**config.mk**
```make
export PLATFORM = sky130hd
export DESIGN_NAME = serial_adder
export DESIGN_NICKNAME = d
export VERILOG_FILES = /design/src/rtl/serial_adder.sv
export SDC_FILE = /design/constraint.sdc
export NUM_CORES = 1
export LEC_CHECK = 0
export ABC_AREA = 1
export CORE_ASPECT_RATIO = 2
export CORE_MARGIN = 3
export CORE_UTILIZATION = 41
export CTS_CLUSTER_SIZE = 28
export DETAILED_ROUTE_END_ITERATION = 16
export PLACE_DENSITY_LB_ADDON = 0.1
export SLEW_MARGIN = 40
export SYNTH_ARGS = -nofsm -noshare
export SYNTH_HDL_FRONTEND = slang
export SYNTH_SLANG_ARGS = --single-unit
```
**constraint.sdc**
```tcl
create_clock -name clk -period 1.55 [get_ports clk]
set_input_delay 0.31 -clock clk [delete_from_list [all_inputs] [get_ports clk]]
set_output_delay 0.31 -clock clk [all_outputs]
set_load 0.02 [all_outputs]
```
**src/rtl/serial_adder.sv**
```systemverilog
// Bit-serial WIDTH-bit adder: one full-adder cell and a carry flop, LSB first, one bit per clock.
// Presents a registered {cout, sum} with a single-cycle done pulse.
module serial_adder #(
  parameter int unsigned WIDTH = 8
) (
  input  logic             clk,
  input  logic             rst_n,
  input  logic             start,
  input  logic [WIDTH-1:0] a,
  input  logic [WIDTH-1:0] b,
  output logic             busy,
  output logic             done,
  output logic [WIDTH-1:0] sum,
  output logic             cout
);

  localparam int unsigned CntW = $clog2(WIDTH);
  localparam logic [CntW-1:0] LastCnt = CntW'(WIDTH - 1);

  typedef enum logic [1:0] {
    StIdle,
    StRun,
    StDone
  } state_e;

  state_e           state_q, state_d;
  logic [WIDTH-1:0] sa_q, sa_d;
  logic [WIDTH-1:0] sb_q, sb_d;
  logic [WIDTH-1:0] ps_q, ps_d;
  logic [WIDTH-1:0] sum_q, sum_d;
  logic             cout_q, cout_d;
  logic             c_q, c_d;
  logic [CntW-1:0]  cnt_q, cnt_d;

  logic             bit_s;
  logic             carry_next;

  always_comb begin
    bit_s      = sa_q[0] ^ sb_q[0] ^ c_q;
    carry_next = (sa_q[0] & sb_q[0]) | (sa_q[0] & c_q) | (sb_q[0] & c_q);

    state_d = state_q;
    sa_d    = sa_q;
    sb_d    = sb_q;
    ps_d    = ps_q;
    sum_d   = sum_q;
    cout_d  = cout_q;
    c_d     = c_q;
    cnt_d   = cnt_q;

    unique case (state_q)
      StIdle: begin
        if (start) begin
          sa_d    = a;
          sb_d    = b;
          c_d     = 1'b0;
          cnt_d   = '0;
          state_d = StRun;
        end
      end
      StRun: begin
        sa_d  = sa_q >> 1;
        sb_d  = sb_q >> 1;
        ps_d  = {bit_s, ps_q[WIDTH-1:1]};
        c_d   = carry_next;
        cnt_d = cnt_q + CntW'(1);
        // Result registers move only here, so they never show a partial sum.
        if (cnt_q == LastCnt) begin
          state_d = StDone;
          sum_d   = {bit_s, ps_q[WIDTH-1:1]};
          cout_d  = carry_next;
        end
      end
      StDone: begin
        state_d = StIdle;
      end
      default: begin
        state_d = StIdle;
      end
    endcase
  end

  always_ff @(posedge clk or negedge rst_n) begin
    if (!rst_n) begin
      state_q <= StIdle;
      sa_q    <= '0;
      sb_q    <= '0;
      ps_q    <= '0;
      sum_q   <= '0;
      cout_q  <= 1'b0;
      c_q     <= 1'b0;
      cnt_q   <= '0;
    end else begin
      state_q <= state_d;
      sa_q    <= sa_d;
      sb_q    <= sb_d;
      ps_q    <= ps_d;
      sum_q   <= sum_d;
      cout_q  <= cout_d;
      c_q     <= c_d;
      cnt_q   <= cnt_d;
    end
  end

  assign busy = (state_q == StRun);
  assign done = (state_q == StDone);
  assign sum  = sum_q;
  assign cout = cout_q;

endmodule

```
==> results.md <==
- Status: completed
- R2r endpoint: sa_q[1]
- # hold bufs at CTS: 0
- TritonCTS clock tree: yes
- Async S/R FF share, synth: 100%
- R2r setup slk: 180 ps
- Fillers: 426
- Chip width: between 50 and 60 um
- Clk Latency, worst-skew pair: between 200 and 300 ps
- Vias in the first global route: 1,564
- #FFs+latches synth: 38
- # clock sinks: 38
- Top cell type's share of synthesized area: 51.8%
- Synth area leader: dfrtp_1
- Root buffer cell: clkbuf_8
- Core box area: 4210 sq um
- CP top delay family: flip-flops
- CTS max path bufs: 2
- Vias per std cell: 4.67
- Final setup viols: 0
- Post-synth EDFFs: 0
- Max-slew violations: 0
- Top cells by area, synth: dfrtp_1 52%, nand2_1 15%, nand3_1 7.9%
- Die Y: 101 um
- Final #Nets: between 200 and 300
- Critical Path RT: 1240 ps
- Crit path time final: 1480 ps
- Hpwl dp: 2690 um
- Synthesized area: 1840 sq um
- Total track usage: 16.6%
- VDD IR max: 1.18 mV
- Reg2reg start: state_q[1]
- Synthesis-to-finish area growth: 26.4%
- RSZ-0062 raised after global routing: no
- DRT Wirelength: 3690 um
- Relative slew slack: 67.7%
- CP arrival: approximately 1200 ps
- I/O pin count: 30
- Synthesized Nets: 240
- # diodes: 0
- Largest stage delay on the critical path: 440 ps
- H-tree depth reported by CTS: 2
- Fin Hold WS: 68.4 ps
- Grt total ovfl: 0
- Wire per inst: 11.9 um
- Syn. warnings: 0
- 1st-iter DRT viols: 29
- Layout cell share with drive strength beyond 1: 15.1%
- Starting Density: 43.6%
- Total power: 4.56 mW
- Final hold viol count: 0
- Distinct cells, synth: 18
- WP buf/inv: 1
- Lkg Pwr: between 1 and 1.5 nW
- Die area: 5360 sq um
- Critical Path Start Type: flop
- Most common cell in the netlist: nand2_1
- Fmax: 677 MHz
- Largest net degree at the start of global routing: 39
- Nature of the critical path endpoint: primary output
- # rows: 33
- Power Density: 1970 nW/um^2
- Maxcap violations: 0
- Reg2reg path depth: 7
- Critical path class: flop to primary output
- Seq/Total Area, Yosys: 51.8%
- IO Port Bufs: 29
- Post-route ant nets: 0
- Cell count after synthesis: 218
- Final Skew: 4.71 ps
- Vias after detailed routing: roughly 1,500
- DRC viols: 0
- First-pass GRT wire length: between 6000 and 7000 um
- Initial antenna violation count: 0
- Top FF cell, synth: dfrtp_1
- Worst slew pin tran: 485 ps
- Reg clk slew, reported paths: 70 ps
- Synth Area per Inst: 8.42 sq um
- Final worst-path cycle share: 95.3%
- Critical Path, Cell by Cell: nor2_2, clkdlybuf4s15_2
- CP max-delay cell: dfrtp_1
- Hold Path Class: input pin to async pin
- First-pass DRT Iterations: 4
- CP max FO: 4
- CTS buffer count: 5
- RePlAce Congestion: 0.737
- Most frequent cells after synthesis: 73 x nand2_1, 38 x dfrtp_1, 38 x inv_1, 29 x nand3_1, 10 x o21ai_0
state kept, by name (all words and copies together) (netlist names):
signal,flops
c_q,1
state_q,2
sum,8
cnt_q,3
sa_q,8
ps_q,7
cout,1
sb_q,8
final cells by class:
| cell class | count | area (sq um) | share of cell area [%] |
|---|---|---|---|
| sequential | 38 | 951 | 41.0 |
| multi-input combinational | 131 | 653 | 28.1 |
| timing repair buffer | 42 | 405 | 17.5 |
| inverter | 40 | 155 | 6.68 |
| clock buffer | 7 | 86.3 | 3.72 |
| tap | 52 | 65.1 | 2.80 |
| clock inverter | 1 | 5.00 | 0.216 |
worst max path at each step:
stage               startpoint   end  slack (ps)  depth (start not counted)
floorplan           state_q[0]  done         280                          3
global placement    state_q[1]  done         -10                          3
detailed placement  state_q[1]  done         -10                          3
CTS                 state_q[0]  busy          20                          3
global route        state_q[0]  done          20                          2
finish              state_q[0]  done          70                          2
stage by stage:
stage	cells	util [%]	instance area [sq um]	setup TNS, ps	setup slack [ps]
floorplan	218	-	1840	0	277
global placement	303	53.2	2240	-9.76	-9.76
detailed placement	303	53.2	2240	-14.4	-14.4
CTS	311	55.1	2320	0	18.2
global route	311	55.1	2320	0	20.1
finish	311	55.1	2320	0	73.4
power breakdown:
| group | total, mW | switching, mW | internal [mW] |
|---|---|---|---|
| registers | 1.74 | 0.269 | 1.47 |
| clock network | 0.692 | 0.333 | 0.359 |
| logic | 2.13 | 1.23 | 0.903 |
cells in the final DEF, fill, tap and decap left out:
cell | netlist | final
clkbuf_1 | 0 | 1
nand2_2 | 2 | 2
o21ai_2 | 7 | 7
clkdlybuf4s50_1 | 0 | 17
nor2_2 | 0 | 1
nor2_4 | 1 | 1
ha_1 | 2 | 2
dlygate4sd2_1 | 0 | 9
nor2_1 | 2 | 1
clkbuf_2 | 0 | 1
inv_1 | 38 | 38
a21oi_1 | 1 | 1
nand3_1 | 29 | 29
inv_4 | 2 | 2
nand2_4 | 2 | 2
fa_1 | 1 | 1
o21ai_0 | 10 | 10
clkdlybuf4s15_2 | 0 | 1
nand2_1 | 73 | 73
buf_12 | 0 | 3
dfrtp_1 | 38 | 38
buf_2 | 3 | 1
clkinv_2 | 0 | 1
clkbuf_8 | 0 | 6
buf_4 | 1 | 10
o21ai_4 | 1 | 1
routing by layer:
| metal | vias up | global-route usage (%) | routed length [um] |
|---|---|---|---|
| met5 | - | 0 | 0 |
| met4 | 0 | 5.91 | 63 |
| met3 | 5 | 3.85 | 138 |
| met2 | 23 | 30.6 | 2010 |
| met1 | 688 | 17.5 | 1490 |
| li1 | 736 | - | - |
cell families after synthesis:
logic type	after synthesis	share of synthesized area [%]
buf+inv	49	12.7
simple gates	109	25.8
flops	38	51.8
fa+ha+maj	3	2.45
compound gates	19	7.23
worst register-to-register path, delay by kind of cell (launching register included):
kind / cells / cell delay [ps]
buf+inv: 3 / 480
flops: 1 / 430
simple gates: 4 / 340
what timing repair did:
action,CTS,global route
pin swaps,0,0
resized for setup,13,3
cloned,0,0
buffers inserted,0,0
setup endpoints to repair,11,2
No activity file was read; power rests on OpenSTA's default activity.
